### config.mk
export PLATFORM = sky130hd
export DESIGN_NAME = lpddr3_lane_read_train_fsm
export DESIGN_NICKNAME = d
export VERILOG_FILES = /design/src/rtl/lpddr3_lane_read_train_fsm.sv
export SDC_FILE = /design/constraint.sdc
export NUM_CORES = 1
export LEC_CHECK = 0
export CAP_MARGIN = 10
export CELL_PAD_IN_SITES_DETAIL_PLACEMENT = 0
export CELL_PAD_IN_SITES_GLOBAL_PLACEMENT = 1
export CORE_MARGIN = 1.5
export CORE_UTILIZATION = 38
export DETAILED_ROUTE_END_ITERATION = 7
export GPL_ROUTABILITY_DRIVEN = 0
export PLACE_DENSITY = 0.78
export REMOVE_ABC_BUFFERS = 1
export SLEW_MARGIN = 20
export SYNTH_ARGS = -nofsm -noshare
export SYNTH_HDL_FRONTEND = slang
export SYNTH_SLANG_ARGS = --single-unit
### constraint.sdc
create_clock -name FAB_CLK -period 3.5 [get_ports FAB_CLK]
set_input_delay 0.525 -clock FAB_CLK [delete_from_list [all_inputs] [get_ports FAB_CLK]]
set_output_delay 0.525 -clock FAB_CLK [all_outputs]
set_load 0.01 [all_outputs]
### src/rtl/lpddr3_lane_read_train_fsm.sv
// rtl/lpddr3_lane_read_train_fsm.sv - per-lane LPDDR3 read-training sequencer
// Sweeps each DQ bit's RX delay, finds the first passing eye window and parks at its centre.
module lpddr3_lane_read_train_fsm #(
  parameter int NUM_BITS      = 8,
  parameter int TAP_W         = 8,
  parameter int SETTLE_CYCLES = 16,
  parameter int SAMPLE_CYCLES = 32
) (
  input  logic                      FAB_CLK,
  input  logic                      RX_SYNC_RST,
  input  logic                      START,
  output logic                      BUSY,
  output logic                      DONE,
  input  logic [NUM_BITS-1:0]       EYE_MONITOR_EARLY,
  input  logic [NUM_BITS-1:0]       EYE_MONITOR_LATE,
  input  logic [NUM_BITS-1:0]       DELAY_LINE_OUT_OF_RANGE,
  output logic [NUM_BITS-1:0]       DELAY_LINE_LOAD,
  output logic [NUM_BITS-1:0]       DELAY_LINE_MOVE,
  output logic [NUM_BITS-1:0]       DELAY_LINE_DIRECTION,
  output logic [NUM_BITS-1:0]       EYE_MONITOR_CLEAR_FLAGS,
  output logic [NUM_BITS*TAP_W-1:0] TAP_CENTER,
  output logic [NUM_BITS-1:0]       FAIL
);

  localparam int BIT_W   = (NUM_BITS > 1) ? $clog2(NUM_BITS) : 1;
  localparam int CNT_MAX = (SETTLE_CYCLES > SAMPLE_CYCLES) ? SETTLE_CYCLES : SAMPLE_CYCLES;
  localparam int CNT_W   = $clog2(CNT_MAX + 1);
  localparam logic [TAP_W-1:0] MAX_TAP  = '1;
  localparam logic [BIT_W-1:0] LAST_BIT = BIT_W'(NUM_BITS - 1);

  typedef enum logic [3:0] {
    S_IDLE, S_LOAD, S_SETTLE, S_CLEAR, S_SAMPLE, S_EVAL, S_STEP,
    S_CENTER, S_DEC_HI, S_DEC_LO, S_RELOAD, S_NEXT, S_FIN
  } state_t;

  state_t                    state, next_state;
  logic [BIT_W-1:0]          bit_idx;
  logic [TAP_W-1:0]          cur, first, last, ctr;
  logic                      found, bad;
  logic [CNT_W-1:0]          cnt;
  logic [NUM_BITS*TAP_W-1:0] tap_center_q;
  logic [NUM_BITS-1:0]       fail_q;

  logic [NUM_BITS-1:0]       sel;
  logic                      oor_b, pass;
  logic [TAP_W:0]            sum;
  logic [TAP_W-1:0]          ctr_c;

  assign sel        = NUM_BITS'(1) << bit_idx;
  assign oor_b      = DELAY_LINE_OUT_OF_RANGE[bit_idx];
  assign pass       = !bad && !oor_b;
  assign sum        = {1'b0, first} + {1'b0, last};
  assign ctr_c      = sum[TAP_W:1];
  assign TAP_CENTER = tap_center_q;
  assign FAIL       = fail_q;

  always_comb begin
    next_state              = state;
    BUSY                    = (state != S_IDLE) && (state != S_FIN);
    DONE                    = 1'b0;
    DELAY_LINE_LOAD         = '0;
    DELAY_LINE_MOVE         = '0;
    DELAY_LINE_DIRECTION    = '0;
    EYE_MONITOR_CLEAR_FLAGS = '0;
    case (state)
      S_IDLE:   if (START) next_state = S_LOAD;
      S_LOAD: begin
        DELAY_LINE_LOAD = sel;
        next_state      = S_SETTLE;
      end
      S_SETTLE: if (cnt == CNT_W'(SETTLE_CYCLES - 1)) next_state = S_CLEAR;
      S_CLEAR: begin
        EYE_MONITOR_CLEAR_FLAGS = sel;
        next_state              = S_SAMPLE;
      end
      S_SAMPLE: if (cnt == CNT_W'(SAMPLE_CYCLES - 1)) next_state = S_EVAL;
      S_EVAL: begin
        // A failing tap after a pass closes the first window; later windows are never seen.
        if (!pass && found)                 next_state = S_CENTER;
        else if (cur == MAX_TAP || oor_b)   next_state = S_CENTER;
        else                                next_state = S_STEP;
      end
      S_STEP: begin
        DELAY_LINE_MOVE      = sel;
        DELAY_LINE_DIRECTION = sel;
        next_state           = S_SETTLE;
      end
      S_CENTER: begin
        if (!found)             next_state = S_RELOAD;
        else if (cur == ctr_c)  next_state = S_NEXT;
        else                    next_state = S_DEC_HI;
      end
      S_DEC_HI: begin
        DELAY_LINE_MOVE = sel;
        next_state      = S_DEC_LO;
      end
      S_DEC_LO: next_state = (cur == ctr) ? S_NEXT : S_DEC_HI;
      S_RELOAD: begin
        DELAY_LINE_LOAD = sel;
        next_state      = S_NEXT;
      end
      S_NEXT:   next_state = (bit_idx == LAST_BIT) ? S_FIN : S_LOAD;
      S_FIN: begin
        DONE       = 1'b1;
        next_state = S_IDLE;
      end
      default:  next_state = S_IDLE;
    endcase
  end

  always_ff @(posedge FAB_CLK) begin
    if (RX_SYNC_RST) begin
      state        <= S_IDLE;
      bit_idx      <= '0;
      cur          <= '0;
      first        <= '0;
      last         <= '0;
      ctr          <= '0;
      found        <= 1'b0;
      bad          <= 1'b0;
      cnt          <= '0;
      tap_center_q <= '0;
      fail_q       <= '0;
    end else begin
      state <= next_state;
      case (state)
        S_IDLE: if (START) begin
          bit_idx      <= '0;
          fail_q       <= '0;
          tap_center_q <= '0;
        end
        S_LOAD: begin
          cur   <= '0;
          found <= 1'b0;
          cnt   <= '0;
        end
        S_SETTLE: cnt <= (next_state == S_SETTLE) ? cnt + 1'b1 : '0;
        S_CLEAR: begin
          bad <= 1'b0;
          cnt <= '0;
        end
        S_SAMPLE: begin
          bad <= bad | EYE_MONITOR_EARLY[bit_idx] | EYE_MONITOR_LATE[bit_idx];
          cnt <= (next_state == S_SAMPLE) ? cnt + 1'b1 : '0;
        end
        S_EVAL: if (pass) begin
          if (!found) begin
            first <= cur;
            found <= 1'b1;
          end
          last <= cur;
        end
        S_STEP:   cur <= cur + 1'b1;
        S_CENTER: begin
          ctr <= ctr_c;
          if (!found) begin
            fail_q[bit_idx]                       <= 1'b1;
            tap_center_q[bit_idx*TAP_W +: TAP_W]  <= '0;
          end else if (cur == ctr_c) begin
            tap_center_q[bit_idx*TAP_W +: TAP_W]  <= ctr_c;
          end
        end
        S_DEC_HI: cur <= cur - 1'b1;
        S_DEC_LO: if (cur == ctr) tap_center_q[bit_idx*TAP_W +: TAP_W] <= ctr;
        S_NEXT:   if (bit_idx != LAST_BIT) bit_idx <= bit_idx + 1'b1;
        default: ;
      endcase
    end
  end

endmodule

; Word level (Yosys, flattened, before mapping)
; Index checks and enable logic that the tools add are counted.
[word_totals]
reg_bits = 119
output_inout_bits = 106
wordCells = 127
input_bits = 27
[classes]
muxes = 44
n_shift = 5
n_bitwise = 4
n_eq_ne = 28
n_lt_le_gt_ge = 2
n_reduce_logical = 27
n_addsub = 6
[ops]
columns = op, count
row1 = $mux W64, 4
row2 = $bwmux W64, 3
row3 = $pmux W64 S3, 1
row4 = $shiftx A8 B34 Y64, 2
row5 = $shift A8 B34 Y64 const A, 1
row6 = $shiftx A8 B34 Y64 const A, 1
row7 = $mux W8, 6
row8 = $pmux W4 S11, 1
row9 = $neg A6 Y34, 1
row10 = $pmux W8 S3, 1
row11 = $eq A4 B3 Y1 const B, 5
row12 = $eq A4 B4 Y1 const B, 5
row13 = $pmux W6 S3, 1
row14 = $eq A8 B8 Y1, 2
row15 = $mux W4, 4
row16 = $pmux W8 S2, 1
row17 = $eq A4 B2 Y1 const B, 3
row18 = $mux W6, 2
row19 = $ne A2 B2 Y1 const B, 5
row20 = $add A8 B8 Y9, 1
row21 = $bmux W1 S3, 3
row22 = $reduce_and A3 Y1, 3
row23 = $reduce_bool A3 Y1, 3
row24 = $add A8 B1 Y8 const B, 1
row25 = other kinds (31), 56

; Longest topological paths before layout
[logic_depth]
depth_word = 11
depth_mapped = 13
depth_no_buf = 12

; Worst setup path before layout
; No wires, ideal clock.
[synth_path]
path_type = register to register
from = reg state[1]
to = reg cur[7]
stages_incl_launch_ff = 13
period_less_slack_ns = 2.689
t_required_ns = 3.364
arrival_time_ns = 2.552
setup_time_ns = 0.136
path_slack_ns = 0.811
n_path_buf = 1
cell_sequence = dfxtp_1 clkbuf_1 nor2_1 nand2_1 inv_1 ha_1 a21o_1 a21oi_1 o21bai_1 a21oi_1 o21ai_0 a311oi_1 a211oi_1
[synth_between]
elab_chain_cells = 2
elab_cells_between_ends = 5
classes_between = 3 x eq/ne / 1 x mux / 1 x reduce/logical
[synth_lines]
columns = element, line_no
row1 = start: declaration, 36  ; state_t state, next_state;
row2 = start signal: assignment, 125  ; state <= next_state;
row3 = $eq A4 B4 Y1 (tied with other cells), 126  ; case (state)
row4 = $pmux W8 S3 or $reduce_bool A3 Y1 (tied branches), --
row5 = end signal: assignment, 153  ; S_STEP: cur <= cur + 1'b1;
row6 = end signal: assignment, 163  ; S_DEC_HI: cur <= cur - 1'b1;
row7 = end: declaration, 38  ; logic [TAP_W-1:0] cur, first, last, ctr;
; Several ways; a longest one is shown, not always the timed one.
; A chain may end at the register's enable or synchronous reset.

; Worst setup path after layout
[layout_path]
from = reg state[2]
to = out DELAY_LINE_MOVE[3]
[layout_between]
elab_chain_cells = 3
elab_cells_between_ends = 4
classes_between = 2 x eq/ne / 1 x mux / 1 x reduce/logical
[layout_lines]
columns = element, line_no
row1 = $eq A4 B4 Y1 or $eq A4 B3 Y1 (tied branches), 65  ; case (state)
row2 = $reduce_or A2 Y1 (no source line) *, --
row3 = $mux W8 *, 65
row4 = end: declaration, 18  ; output logic [NUM_BITS-1:0] DELAY_LINE_MOVE,
; Mark *: on every way between the ends. The rest lies on a longest branch, timed or not.

==> run summary <==
Num rows -> 49
Worst hold start -> FAIL[1]
WP data required -> 2.97 ns
WP buf/inv -> 1
H-tree level count -> 4
Initial Utilization -> 38.7%
Clock buffer depth -> 2
Seq/Total Area, Yosys -> 34.3%
Initial antenna violation count -> 0
Synth Area per Inst -> 7.70 µm²
Count of cell types in the netlist -> 64
Pin count of the biggest net entering global routing -> 54
Top achievable clock speed -> 318 MHz
Type of origin of the critical path -> register
Power Density -> 357 nW/µm²
Grt total ovfl -> 0
Worst hold slack -> 0.469 ns
Worst hold path type -> reg -> reg
DR pass1 iterations -> 5
TritonCTS clock tree -> yes
Via Count -> 6,967
Core Footprint -> 18,000 µm²
PortBufs -> 132
Reg-to-reg critical path startpoint -> first[1]
Final wirelength -> 22,500 µm
RSZ-0062 raised after global routing -> false
Outcome -> complete, no violations
Area growth syn-to-layout -> 29.7%
CTS sink count -> 119
Filler Cell Count -> 1,782
Worst Setup End Kind -> output port
Total power -> 3.22 mW
Non-Filler Instances -> 1,253
Final Core Density -> 50.2%
Critical-path maximum fanout -> 19
TritonCTS Buffers -> 17
CTS resizes -> 0
Placed cells -> 1,223
Leakage -> 3.46 nW
Dominant synthesized flop cell -> dfxtp_1
Root buffer cell -> clkbuf_16
Synth async-reset ratio -> 0%
Register area -> 2380 µm²
Die H -> 138 µm
Slew @ Worst Pin -> 0.911 ns
DR iter-0 viols -> 595
CP Launch Point -> state[2]
HPWL after DPL -> 16,100 µm
Antenna cells -> 0
Clk Latency, worst-skew pair -> 0.43 ns
Main area contributors after synthesis -> dfxtp_1 (34%), nor2_1 (7.1%), a21oi_1 (6.9%)
DIE AREA -> 19,100 µm²
I/O pin count -> 133
Count of final hold-check violations -> 0
Die X -> 138 µm
Slowest cell delay on critical path -> 0.72 ns
Clock skew -> 0.00942 ns
Clock transition at path regs -> 0.05 ns
GRT Util Overall -> 23.0%
Post-synth top area cell -> dfxtp_1
Post-route DRC -> 0
Antenna viol nets, final -> 0
Final setup fails -> 0
Final Critical Period -> 3.14 ns
Vias in the first global route -> 6,506
Tcrit/Tclk final -> 89.7%
Post-CTS setup buffer count -> 0
First-pass GRT wire length -> 35,400 µm
Worst endpoint data arrival time -> 2.62 ns
Vias/cell -> 5.56
Share of layout cells above drive strength 1 -> 7.23%
Post-Syn Instances -> 903
Rel. slew slack -> 38.8%
Top-area cell type share of the netlist area -> 34.3%
Drt wl/cell -> 17.9 µm
Synth warnings -> 0
Slowest CP cell -> dfxtp_1
Post-synth EDFFs -> 0
Multi-input gate area -> 4190 µm²
Final #Nets -> 1,064
Critical path's top delay family -> simple AND/OR/NAND/NOR gates
Yosys reg bits -> 119
Max-Cap Viols -> 0
Most frequent cells in the layout -> nor2_1 (131), clkdlybuf4s50_1 (131), dfxtp_1 (119)
Synthesized area -> 6950 µm²
VDD IR-drop max -> 302 µV
Most used cell, CP -> nand2_1
Critical path type -> reg -> out
Critical path cell sequence -> nor2b_1 -> nand2_1 -> nand2_1 -> and2_1 -> clkdlybuf4s50_1
Fin. max-slew vios -> 0
Cts hold-fix bufs -> 0
## layout make-up
type	count	area share (%)
clock buffers	26	5.42
clock inverters	4	0.499
inverters	26	1.08
multi-input cells	690	46.4
flip-flops and latches	119	26.4
well taps	229	3.18
repair buffers	159	17.0
## sequential cells by signal, indices dropped and copies added, names as in the netlist, 4 cells and up
signal	count
TAP_CENTER	64
FAIL	8
ctr	8
cur	8
first	8
last	8
cnt	6
state	4
## Yosys cell counts (13+ instances only)
library cell	number
mux2i_1	19
xor2_1	15
nand3_1	38
nor2_1	131
nor3_1	34
clkbuf_1	50
and2_1	22
nand2_1	68
o21ai_0	38
xnor2_1	19
and3_1	13
inv_1	25
a211oi_1	15
dfxtp_1	119
ha_1	22
a21oi_1	96
## worst min-delay path: cells and delay by family (launching register included)
kind | cells | cell delay, ns
AO/OA/AOI/OAI | 1 | 0.04
flip-flops | 1 | 0.32
AND/OR/NAND/NOR | 1 | 0.07
## kinds of logic after synthesis
group | count (synthesis) | share of synthesized area [%]
XOR/XNOR | 34 | 4.28
AO/OA/AOI/OAI | 248 | 23.4
adder cells (fa/ha/maj) | 24 | 4.53
multiplexers | 21 | 3.38
flip-flops | 119 | 34.3
buffers and inverters | 94 | 5.56
AND/OR/NAND/NOR | 363 | 24.6
## metrics by stage
step	area, µm²	setup slack [ns]	TNS (ns)
global placement	8490	0.561	0
floorplan	6670	-0.0855	-0.536
detailed placement	8490	0.519	0
finish	9020	0.359	0
global route	9020	0.146	0
CTS	9020	0.373	0
## where the power goes
part	switching [mW]	internal, mW
sequential	0.00878	1.36
clock	0.594	1.02
combinational	0.151	0.0902
## worst paths after layout
| check | slack, ns | end | cells after the start |
|---|---|---|---|
| max | 0.36 | DELAY_LINE_MOVE[3] | 5 |
| max reg2reg | 0.46 | TAP_CENTER[55] | 11 |
| min | 0.47 | FAIL[1] | 2 |
| min reg2reg | 0.47 | FAIL[1] | 2 |
## per-layer routing
| layer | wire length (µm) | vias to the layer above | GRT usage (%) |
|---|---|---|---|
| met5 | 0 | - | 0 |
| met4 | 361 | 0 | 7.53 |
| met3 | 1210 | 27 | 4.92 |
| met2 | 10300 | 207 | 36.1 |
| met1 | 10600 | 3276 | 31.6 |
| li1 | - | 3457 | - |
No activity file was read; power rests on OpenSTA's default activity.
